===== src/rtl/if_stage_ibuf.sv =====
// if_stage_ibuf: instruction-fetch stage with split request/response SRAM
// interface, a PC tag FIFO for in-flight requests and an instruction buffer.
// Redirects (exception > eret > taken branch) flush the buffer and cancel
// every in-flight response.
// Optional feature macro: IF_ADEL_EN (fetch address-error detection).
module if_stage_ibuf #(
    parameter int          IBUF_DEPTH      = 4,
    parameter int          MAX_OUTSTANDING = 2,
    parameter logic [31:0] RESET_PC        = 32'hbfc00000,
    parameter logic [31:0] EX_ENTRY        = 32'hbfc00380
) (
    input  logic        clk,
    input  logic        reset,
    input  logic        ds_allowin,
    input  logic [33:0] br_bus,
    input  logic        ws_ex,
    input  logic        eret_flush,
    input  logic [31:0] cp0_epc,
    output logic        fs_to_ds_valid,
    output logic [97:0] fs_to_ds_bus,
    output logic        inst_sram_req,
    output logic        inst_sram_wr,
    output logic [1:0]  inst_sram_size,
    output logic [31:0] inst_sram_addr,
    output logic [31:0] inst_sram_wdata,
    input  logic        inst_sram_addr_ok,
    input  logic        inst_sram_data_ok,
    input  logic [31:0] inst_sram_rdata
);

    localparam int PW = $clog2(IBUF_DEPTH);
    localparam int TW = (MAX_OUTSTANDING > 1) ? $clog2(MAX_OUTSTANDING) : 1;
    localparam int OW = $clog2(MAX_OUTSTANDING + 1);
    localparam logic [PW:0]   DEPTH_C  = (PW+1)'(IBUF_DEPTH);
    localparam logic [PW+1:0] DEPTH_W  = (PW+2)'(IBUF_DEPTH);
    localparam logic [OW-1:0] MAX_C    = OW'(MAX_OUTSTANDING);
    localparam logic [TW-1:0] TAG_LAST = TW'(MAX_OUTSTANDING - 1);

    logic        br_stall;
    logic        br_taken;
    logic [31:0] br_target;

    assign br_stall  = br_bus[33];
    assign br_taken  = br_bus[32];
    assign br_target = br_bus[31:0];

    assign inst_sram_wr    = 1'b0;
    assign inst_sram_size  = 2'b10;
    assign inst_sram_wdata = 32'h0;

    // Buffer entry layout: {ex, badvaddr[31:0], inst[31:0], pc[31:0]}
    logic [96:0] ibuf_q [IBUF_DEPTH];
    logic [31:0] tag_q  [MAX_OUTSTANDING];

    logic [31:0]   fpc_q, fpc_d;
    logic [PW:0]   count_q, count_d;
    logic [PW-1:0] head_q, head_d;
    logic [PW-1:0] tail_q, tail_d;
    logic [OW-1:0] outstanding_q, outstanding_d;
    logic [OW-1:0] cancel_q, cancel_d;
    logic [TW-1:0] tag_wr_q, tag_wr_d;
    logic [TW-1:0] tag_rd_q, tag_rd_d;

    logic        redirect;
    logic [31:0] redirect_pc;
    logic        pop;
    logic [PW:0] count_after_pop;
    logic        credit_ok;
    logic        issue;
    logic        resp_keep;
    logic        push;
    logic [96:0] push_entry;
    logic [96:0] head_entry;
    logic        misaligned;
    logic        adel_push;

    // Redirect detection and target selection by priority
    always_comb begin
        redirect = ws_ex | eret_flush | br_taken;
        if (ws_ex)
            redirect_pc = EX_ENTRY;
        else if (eret_flush)
            redirect_pc = cp0_epc;
        else
            redirect_pc = br_target;
    end

    // Decode-side head presentation; a redirect hides the head in the same cycle
    always_comb begin
        head_entry      = ibuf_q[head_q];
        fs_to_ds_valid  = !reset && !redirect && (count_q != '0);
        fs_to_ds_bus    = fs_to_ds_valid ? {head_entry[96], 1'b0, head_entry[95:0]} : '0;
        pop             = fs_to_ds_valid && ds_allowin;
        count_after_pop = count_q - (PW+1)'(pop);
    end

`ifdef IF_ADEL_EN
    logic adel_halt_q, adel_halt_d;

    // Misaligned fetch becomes a buffered exception entry once older fetches have drained
    always_comb begin
        misaligned  = (fpc_q[1:0] != 2'b00);
        adel_push   = misaligned && !adel_halt_q && !redirect &&
                      (outstanding_q == '0) && (count_after_pop < DEPTH_C);
        adel_halt_d = adel_halt_q;
        if (redirect)
            adel_halt_d = 1'b0;
        else if (adel_push)
            adel_halt_d = 1'b1;
    end

    // Fetch stays halted after an address error until the next redirect
    always_ff @(posedge clk) begin
        if (reset)
            adel_halt_q <= 1'b0;
        else
            adel_halt_q <= adel_halt_d;
    end
`else
    // No alignment checking: every address is requested as-is
    always_comb begin
        misaligned = 1'b0;
        adel_push  = 1'b0;
    end
`endif

    // Request generation: credit covers both outstanding fetches and buffered words
    always_comb begin
        credit_ok      = ((PW+2)'(outstanding_q) + {1'b0, count_after_pop}) < DEPTH_W;
        inst_sram_req  = !reset && !redirect && !br_stall && !misaligned &&
                         (outstanding_q < MAX_C) && credit_ok;
        inst_sram_addr = fpc_q;
        issue          = inst_sram_req && inst_sram_addr_ok;
    end

    // Next-state for PC, buffer pointers, outstanding and cancel counters
    always_comb begin
        resp_keep  = inst_sram_data_ok && (cancel_q == '0) && !redirect;
        push       = resp_keep || adel_push;
        push_entry = adel_push ? {1'b1, fpc_q, 32'h0, fpc_q}
                               : {1'b0, 32'h0, inst_sram_rdata, tag_q[tag_rd_q]};

        fpc_d = fpc_q;
        if (redirect)
            fpc_d = redirect_pc;
        else if (issue)
            fpc_d = fpc_q + 32'd4;

        outstanding_d = outstanding_q;
        case ({issue, inst_sram_data_ok})
            2'b10:   outstanding_d = outstanding_q + OW'(1);
            2'b01:   outstanding_d = outstanding_q - OW'(1);
            default: outstanding_d = outstanding_q;
        endcase

        cancel_d = cancel_q;
        if (redirect)
            cancel_d = outstanding_d;
        else if (inst_sram_data_ok && (cancel_q != '0))
            cancel_d = cancel_q - OW'(1);

        tag_wr_d = tag_wr_q;
        if (issue)
            tag_wr_d = (tag_wr_q == TAG_LAST) ? '0 : tag_wr_q + TW'(1);
        tag_rd_d = tag_rd_q;
        if (inst_sram_data_ok)
            tag_rd_d = (tag_rd_q == TAG_LAST) ? '0 : tag_rd_q + TW'(1);

        if (redirect) begin
            count_d = '0;
            head_d  = '0;
            tail_d  = '0;
        end else begin
            count_d = count_q + (PW+1)'(push) - (PW+1)'(pop);
            head_d  = head_q + PW'(pop);
            tail_d  = tail_q + PW'(push);
        end
    end

    // Control state registers
    always_ff @(posedge clk) begin
        if (reset) begin
            fpc_q         <= RESET_PC;
            count_q       <= '0;
            head_q        <= '0;
            tail_q        <= '0;
            outstanding_q <= '0;
            cancel_q      <= '0;
            tag_wr_q      <= '0;
            tag_rd_q      <= '0;
        end else begin
            fpc_q         <= fpc_d;
            count_q       <= count_d;
            head_q        <= head_d;
            tail_q        <= tail_d;
            outstanding_q <= outstanding_d;
            cancel_q      <= cancel_d;
            tag_wr_q      <= tag_wr_d;
            tag_rd_q      <= tag_rd_d;
        end
    end

    // Buffer storage; validity is tracked by the pointers, so no reset needed
    always_ff @(posedge clk) begin
        if (push)
            ibuf_q[tail_q] <= push_entry;
    end

    // PC tag of each issued request, consumed in order by responses
    always_ff @(posedge clk) begin
        if (issue)
            tag_q[tag_wr_q] <= fpc_q;
    end

endmodule


===== config.mk =====
export PLATFORM = sky130hd
export DESIGN_NAME = if_stage_ibuf
export DESIGN_NICKNAME = d
export VERILOG_FILES = /design/src/rtl/if_stage_ibuf.sv
export SDC_FILE = /design/constraint.sdc
export NUM_CORES = 1
export LEC_CHECK = 0
export ABC_CLOCK_PERIOD_IN_PS = 22900
export CORE_UTILIZATION = 35
export DETAILED_ROUTE_END_ITERATION = 7
export SLEW_MARGIN = 25
export SYNTH_ARGS = -nofsm -noshare
export SYNTH_HDL_FRONTEND = slang
export SYNTH_SLANG_ARGS = --single-unit

===== constraint.sdc =====
create_clock -name clk -period 22.9 [get_ports clk]
set_input_delay 4.58 -clock clk [delete_from_list [all_inputs] [get_ports clk]]
set_output_delay 4.58 -clock clk [all_outputs]
set_load 0.05 [all_outputs]

==> results.toml, run 1 <==
[logic_synthesis]
syn-cell-area_sq_um = 15600
postSynthCellCount = 957
synthDistinctLibCells = 60
synth_edf_count = 320
yosys_register_bits = 366
yosysSeqAreaShare = 0.676
yosysWarnings = 0
ys_top_cells_by_area = "edfxtp_1, mux4_2, dfxtp_1, buf_4, mux2_2"
ys.flop_type = "edfxtp_1"
synth.cells.most_frequent = "edfxtp_1, and2_1, buf_4, mux4_2, dfxtp_1"
yosysMostFrequentCell = "edfxtp_1"
synth_top_area_frac = 0.617
syn_area_per_cell_sq_um = 16.3
async_flop_share = 0
yosys.area.top_type = "edfxtp_1"

[worst_hold_path]
min_path_type = "reg -> reg"
hold_depth = 2
min_from = "tag_rd_q"
holdPathEnd = "tag_rd_q"

[setup_path]
timing.rr.start = "count_q[1]"
critPathArrivalTime_ns = 8.55
worst-setup-path-type = "in -> out"
r2r_setup_slack_ns = 19.15
r2r_cells = 14
endpoint_kind = "output pin"
cp-start-kind = "primary input"
reg2reg_to = "cancel_q[1]"
critical_path.max_fanout = 67
critPathRequiredTime_ns = 18.32

[detailed_routing]
via_per_inst = 5.03
routed_wirelength_um = 36100
vias = 8941
wl_per_cell_um = 20.3
drt_iter0_markers = 793
drc = 0
drt_pre_antenna_iters = 5
antenna_left = 0

[place]
place.gp.congestion = 0.889
portBuffers = 202
place_inst = 1705
place_ws_ns = 9.68
dp_hpwl_um = 22800

[global_routing]
antenna_found_initial = 2
grt_pass1_vias = 8758
grt_max_degree = 68
track_usage = 0.160
grt_pass1_wl_um = 54000
overflow = 0

[pwr]
p_total_w = 0.00147
power_density_nw_per_um2 = 75.8
leakagePower_nw = 6.19
irDropWorstVdd_mv = 0.0429

[die]
rows = 76
design.die.area_sq_um = 45400
ios = 272
initial_utilization = 0.358
die_y_um = 213
die_x_um = 213
core_region_area_sq_um = 43500

[cts]
clock_sinks = 366
clkLatencyLatePin_ns = 0.53
root_buffer = "clkbuf_16"
hold_buffers = 0
htree_levels = 2
clockBufferDepth = 3
clk_pin_slew_worst_paths_ns = 0.06
cts_tree = "built"
cts_resized = 0
cts_made_buffers = 40
cts_setup_buffers = 0

[layout]
fillCellCount = 3902
area.growth.synth_to_final_pct = 24.3
diodes = 0
fin_util = 0.445
area.sequential_sq_um = 10500
layout.cells.non_filler = 1776
fin_nets = 1276
multi_input_area_sq_um = 4550
final_layout_size_suffix_gt1_frac = 0.161

[sta]
slew_headroom = 0.412
rsz0062_at_grt = "no"
worst_slew_pin_slew_ns = 0.881
hold_violations = 0
setup_viol = 0
fmax_mhz = 76.2
drv_slew = 0
worst_slack_ns = 9.77
tns_ns = 0
min_period_ns = 13.13
final.period_utilization = 0.573
fin_skew_ns = 0.0152

[job]
drv_cap = 0

[status]
status = "completed"
## per-layer routing
| layer | vias to the layer above | global-route usage | wire length (um) | part of all wire |
|---|---|---|---|---|
| met3 | 53 | 0.0329 | 2400 | 0.066 |
| met4 | 0 | 0.0409 | 626 | 0.017 |
| li1 | 4038 | - | - | - |
| met1 | 4492 | 0.221 | 15900 | 0.44 |
| met2 | 358 | 0.259 | 17100 | 0.47 |
| met5 | - | 0 | 0 | 0 |
## cells in the final DEF, fill, tap and decap left out, types with 8 or more instances in the layout
cell and n:
edfxtp_1 320, a21oi_1 18, xnor2_1 8, and2_1 69, dfxtp_1 44, nand3_1 20
inv_1 12, nand2_1 25, clkdlybuf4s50_1 201, clkbuf_1 10, conb_1 69, clkbuf_16 41
mux2i_1 24, nor3_1 10, nor2_1 33, o21ai_0 11, mux2_2 40, o32a_1 9
mux4_2 64, nand4_1 10, buf_4 9, clkinv_1 8
## final cells by class
class	instances	area share
inverters	12	0.00233
clock inverters	17	0.00937
flip-flops and latches	366	0.544
clock buffers	53	0.0564
well taps	585	0.0378
repair buffers	219	0.115
multi-input cells	524	0.235
## sequential cells by signal (all words and copies together), names as in the netlist, named ones only
name,count
tag_rd_q,1
tail_q,2
tag_wr_q,1
tag_q,64
count_q,3
head_q,2
inst_sram_addr,32
outstanding_q,2
ibuf_q,256
cancel_q,2
## cells by family after synthesis
group,Yosys count,synth area share
flops,366,0.676
other cells,2,0.000482
simple gates,200,0.0700
buf+inv,134,0.0508
compound gates,107,0.0521
fa+ha+maj,8,0.00691
mux,128,0.137
xor+xnor,12,0.00675
## per-stage QoR
stage | cell area [sq um] | hold WS [ns]
2_1_floorplan | 15800 | 0.480
3_3_place_gp | 18000 | 0.498
3_5_place_dp | 18000 | 0.503
4_1_cts | 19300 | 0.522
5_1_grt | 19400 | 0.540
6_report | 19400 | 0.527
## where the power goes
part / internal [W] / switching (W)
combinational: 0.0000368 / 0.0000659
sequential: 0.000731 / 0.00000874
clock: 0.000378 / 0.000246
## how the worst max path moves through the flow
stage                          start       endpoint
final                     br_bus[32]  inst_sram_req
after global routing      br_bus[32]  inst_sram_req
after CTS                 br_bus[32]  inst_sram_req
after detailed placement  br_bus[32]  inst_sram_req
after global placement    br_bus[32]  inst_sram_req
after floorplan           br_bus[32]  inst_sram_req
## critical path, stage by stage
cell and delay [ns]:
clkdlybuf4s50_1 0.58, nor4_4 0.32, buf_4 0.25, o31a_2 0.17, buf_4 0.43, nand2_1 0.23
nor2_1 0.15, ha_1 0.24, inv_1 0.06, ha_1 0.21, and2_1 0.19, a21oi_1 0.26
clkdlybuf4s50_1 0.87
No activity file was read; power rests on OpenSTA's default activity.
==> run 2: changes to the inputs <==
ABC_CLOCK_PERIOD_IN_PS = 12650   (was 22900)
clock period = 12.65 ns   (was 22.9 ns; I/O delays follow)
==> results.toml, run 2 (synthesis gave the netlist of run 1 again) <==
[status]
status = "completed"

[die]
design.die.area_sq_um = 45400
core_region_area_sq_um = 43500
rows = 76
initial_utilization = 0.358
die_x_um = 213
die_y_um = 213
ios = 272

[layout]
diodes = 0
area.growth.synth_to_final_pct = 24.9
top_register = "ibuf_q"
fin_nets = 1276
final_layout_size_suffix_gt1_frac = 0.167
layout_commonest_cell = "edfxtp_1"
largest_reg_flops = 256
fillCellCount = 3866
final_cell_mix = "edfxtp_1, clkdlybuf4s50_1, and2_1, conb_1, mux4_2"

[worst_hold_path]
min_path_type = "reg -> reg"
holdPathEnd = "tag_rd_q"
min_from = "tag_rd_q"
hold_depth = 2

[sta]
drv_slew = 0
worst_slew_pin_slew_ns = 0.902
final.period_utilization = 0.712
fin_hold_ws_ns = 0.527
fmax_mhz = 111
slew_headroom = 0.398
min_period_ns = 9.01
tns_ns = 0
rsz0062_at_grt = "no"
setup_viol = 0
fin_skew_ns = 0.0246
hold_violations = 0

[cts]
hold_buffers = 0
clock_sinks = 366
clockBufferDepth = 3
htree_levels = 2
cts_made_buffers = 40
clk_pin_slew_worst_paths_ns = 0.06
cts_resized = 0
clkLatencyLatePin_ns = 0.54
root_buffer = "clkbuf_16"
cts_setup_buffers = 0
cts_tree = "built"

[setup_path]
critPathLaunch = "br_bus[32]"
cp-start-kind = "primary input"
worst-setup-path-type = "in -> out"
critPathRequiredTime_ns = 10.12
critical_path.max_fanout = 67
r2r_setup_slack_ns = 8.91
critPathArrivalTime_ns = 6.48
reg2reg_to = "cancel_q[1]"
r2r_cells = 14
timing.rr.start = "count_q[1]"
endpoint_kind = "output pin"

[pwr]
leakagePower_nw = 6.24
internal_power_w = 0.00212
power_density_nw_per_um2 = 140
seq_power_share = 0.492
p_switching_w = 0.000597
p_sw_frac = 0.219
p_clk_frac = 0.440
irDropWorstVdd_mv = 0.0773
p_comb_frac = 0.068

[detailed_routing]
routed_wirelength_um = 36200
antenna_left = 0
drc = 0
wl_per_cell_um = 20.3
drt_pre_antenna_iters = 6
via_per_inst = 5.02
drt_iter0_markers = 646
vias = 8920

[global_routing]
antenna_found_initial = 1
busiest_layer = "met2"
grt_max_degree = 68
met3_usage = 0.0329
track_usage = 0.161
grt_pass1_vias = 8846
use_met2 = 0.260
overflow = 0
grt_pass1_wl_um = 54100
grt_util_met1 = 0.220

[place]
portBuffers = 202
place.gp.congestion = 0.888
dp_hpwl_um = 22900

[job]
drv_cap = 0
-- run 2: layout make-up --
class,count,area (sq um),area share
Tap cell,585,732,0.0376
Timing Repair Buffer,219,2220,0.114
Multi-Input combinational cell,524,4550,0.234
Sequential cell,366,10500,0.541
Inverter,12,45.0,0.00231
Clock buffer,47,1080,0.0555
Clock inverter,25,294,0.0151
-- run 2: how the worst max path moves through the flow --
stage | slack (ns) | endpoint
6_report | 3.64 | inst_sram_req
5_1_grt | 3.33 | inst_sram_req
4_1_cts | 3.51 | inst_sram_req
3_5_place_dp | 3.52 | inst_sram_req
3_3_place_gp | 3.51 | inst_sram_req
2_1_floorplan | 4.14 | ibuf_q[0][0]
-- run 2: through the flow --
step | total power (W) | instance area [sq um] | utilization | setup slack [ns] | instances
after CTS | 0.00275 | 19400 | 0.447 | 3.51 | 1777
after detailed placement | 0.00155 | 18000 | 0.415 | 3.52 | 1705
final | 0.00272 | 19500 | 0.448 | 3.64 | 1778
after floorplan | 0.00149 | 15800 | - | 4.14 | 1024
after global placement | 0.00155 | 18000 | 0.414 | 3.51 | 1702
after global routing | 0.00281 | 19500 | 0.448 | 3.33 | 1778
-- run 2: layer usage --
metal,routed length [um],vias up
met5,0,-
met4,740,0
met3,2480,51
met2,17000,367
met1,16000,4454
li1,-,4048
-- run 2: critical path: stages --
cell and delay, ns:
clkdlybuf4s50_1 0.58, nor4_4 0.32, buf_4 0.25, o31a_2 0.17
buf_4 0.45, nand2_1 0.25, nor2_1 0.14, ha_1 0.24
inv_1 0.06, ha_1 0.21, and2_1 0.20, a21oi_1 0.22
clkdlybuf4s50_1 0.85
-- run 2: power by group through the flow --
| stage | sequential [W] | combinational [W] | clock (W) |
|---|---|---|---|
| global route | 0.00134 | 0.000197 | 0.00127 |
| detailed placement | 0.00136 | 0.000185 | 0 |
| global placement | 0.00136 | 0.000183 | 0 |
| floorplan | 0.00137 | 0.000119 | 0 |
| CTS | 0.00134 | 0.000186 | 0.00123 |
| finish | 0.00134 | 0.000185 | 0.00120 |
==> run 3: changes to the inputs <==
ABC_CLOCK_PERIOD_IN_PS = 8900   (was 12650)
clock period = 8.9 ns   (was 12.65 ns; I/O delays follow)
==> results.toml, run 3 (synthesis gave the netlist of run 1 again) <==
[detailed_routing]
drt_pre_antenna_iters = 5
wl_per_cell_um = 20.5
antenna_left = 0
drt_iter0_markers = 705
drc = 0
routed_wirelength_um = 36400
via_per_inst = 5.01
vias = 8905

[sta]
rsz0062_at_grt = "no"
slew_headroom = 0.391
worst_slew_pin_slew_ns = 0.913
hold_violations = 0
tns_ns = 0
fmax_mhz = 144
fin_hold_ws_ns = 0.519
final.period_utilization = 0.782
setup_viol = 0
min_period_ns = 6.96
drv_slew = 0
fin_skew_ns = 0.0240

[cts]
htree_levels = 2
hold_buffers = 0
cts_made_buffers = 40
clock_sinks = 366
clk_pin_slew_worst_paths_ns = 0.06
cts_setup_buffers = 0
cts_tree = "built"
root_buffer = "clkbuf_16"
clockBufferDepth = 3
clkLatencyLatePin_ns = 0.56
cts_resized = 0

[global_routing]
track_usage = 0.162
antenna_found_initial = 0
grt_pass1_wl_um = 54200
grt_pass1_vias = 8912
grt_max_degree = 67
overflow = 0

[worst_hold_path]
min_from = "tag_rd_q"
min_path_type = "reg -> reg"
hold_depth = 2

[setup_path]
cp_cell_sequence = "clkdlybuf4s50_1 -> nor4_4 -> buf_4 -> o31a_2 -> nand2_1 -> nor2_1 -> ha_1 -> inv_1 -> ha_1 -> nor3_1 -> nand3_1 -> a21oi_1 -> clkdlybuf4s50_1"
r2r_cells = 13
endpoint_kind = "output pin"
worst-setup-path-type = "in -> out"
cp-start-kind = "primary input"
r2r_setup_slack_ns = 5.56
reg2reg_to = "cancel_q[1]"
timing.rr.start = "count_q[2]"
critPathRequiredTime_ns = 7.12
slowest_delay_ns = 0.86
critPathArrivalTime_ns = 5.18
crit_slowest_cell = "clkdlybuf4s50_1"
crit_end = "inst_sram_req"
critical_path.max_fanout = 13
critPathLaunch = "br_bus[32]"

[layout]
fin_nets = 1275
final_layout_size_suffix_gt1_frac = 0.163
area.growth.synth_to_final_pct = 24.1
fillCellCount = 3939
top_register = "ibuf_q"
final_cell_mix = "edfxtp_1, clkdlybuf4s50_1, and2_1, conb_1, mux4_2"
largest_reg_flops = 256
layout_commonest_cell = "edfxtp_1"

[job]
drv_cap = 0

[die]
die_x_um = 213
ios = 272
rows = 76
initial_utilization = 0.358
core_region_area_sq_um = 43500
design.die.area_sq_um = 45400
die_y_um = 213

[pwr]
leakagePower_nw = 6.18
power_density_nw_per_um2 = 194
irDropWorstVdd_mv = 0.113

[place]
dp_hpwl_um = 22700
portBuffers = 202
place.gp.congestion = 0.866

[status]
status = "completed"
## run 3: cell count changes in the layout (fill, tap and decap cells not counted), sizes merged
| cell | delta |
|---|---|
| bufinv | -5 |
| clkbuf | +9 |
| diode | +1 |
| clkinv | -5 |
| buf | -1 |
## run 3: worst min-delay path by stage
| stage | slack (ns) | end |
|---|---|---|
| floorplan | 0.48 | flip-flop |
| detailed placement | 0.51 | flip-flop |
| finish | 0.52 | flip-flop |
| global placement | 0.50 | tag_rd_q |
| CTS | 0.52 | flip-flop |
| global route | 0.55 | tag_q[0][0] |
## run 3: power breakdown
part / leakage (nW) / total (W) / internal, W / switching, W
sequential: 3.21 / 0.00190 / 0.00188 / 0.0000218
combinational: 2.35 / 0.000264 / 0.0000947 / 0.000169
clock: 0.611 / 0.00159 / 0.000937 / 0.000654
## run 3: area by class of cell
cell class / count / area [sq um] / area share
sequential: 366 / 10500 / 0.545
inverter: 12 / 45.0 / 0.00233
antenna: 1 / 2.50 / 0.000129
tap: 585 / 732 / 0.0379
timing repair buffer: 218 / 2190 / 0.113
clock inverter: 15 / 119 / 0.00615
multi-input combinational: 524 / 4550 / 0.235
clock buffer: 56 / 1150 / 0.0597
## run 3: per-layer routing
metal | GRT usage | vias to the layer above | part of all wire
met1 | 0.215 | 4480 | 0.44
met3 | 0.0325 | 53 | 0.062
met4 | 0.0593 | 0 | 0.023
met2 | 0.263 | 333 | 0.47
li1 | - | 4039 | -
met5 | 0 | - | 0
## run 3: critical path: cells and delay by family
| family | cells | cell delay (ns) |
|---|---|---|
| and+or+nand+nor | 5 | 0.92 |
| adders and majority gates | 2 | 0.29 |
| AOI/OAI and AO/OA | 2 | 0.42 |
| buffers and inverters | 4 | 1.73 |
## run 3: stage by stage
step	cells	power, W	instance area [sq um]	setup slack, ns	utilization
after floorplan	1024	0.00212	15800	1.14	-
after global placement	1703	0.00220	18000	1.97	0.414
after detailed placement	1705	0.00220	18000	1.96	0.415
after CTS	1776	0.00380	19300	1.93	0.444
after global routing	1776	0.00388	19300	1.67	0.445
final	1777	0.00376	19300	1.94	0.445
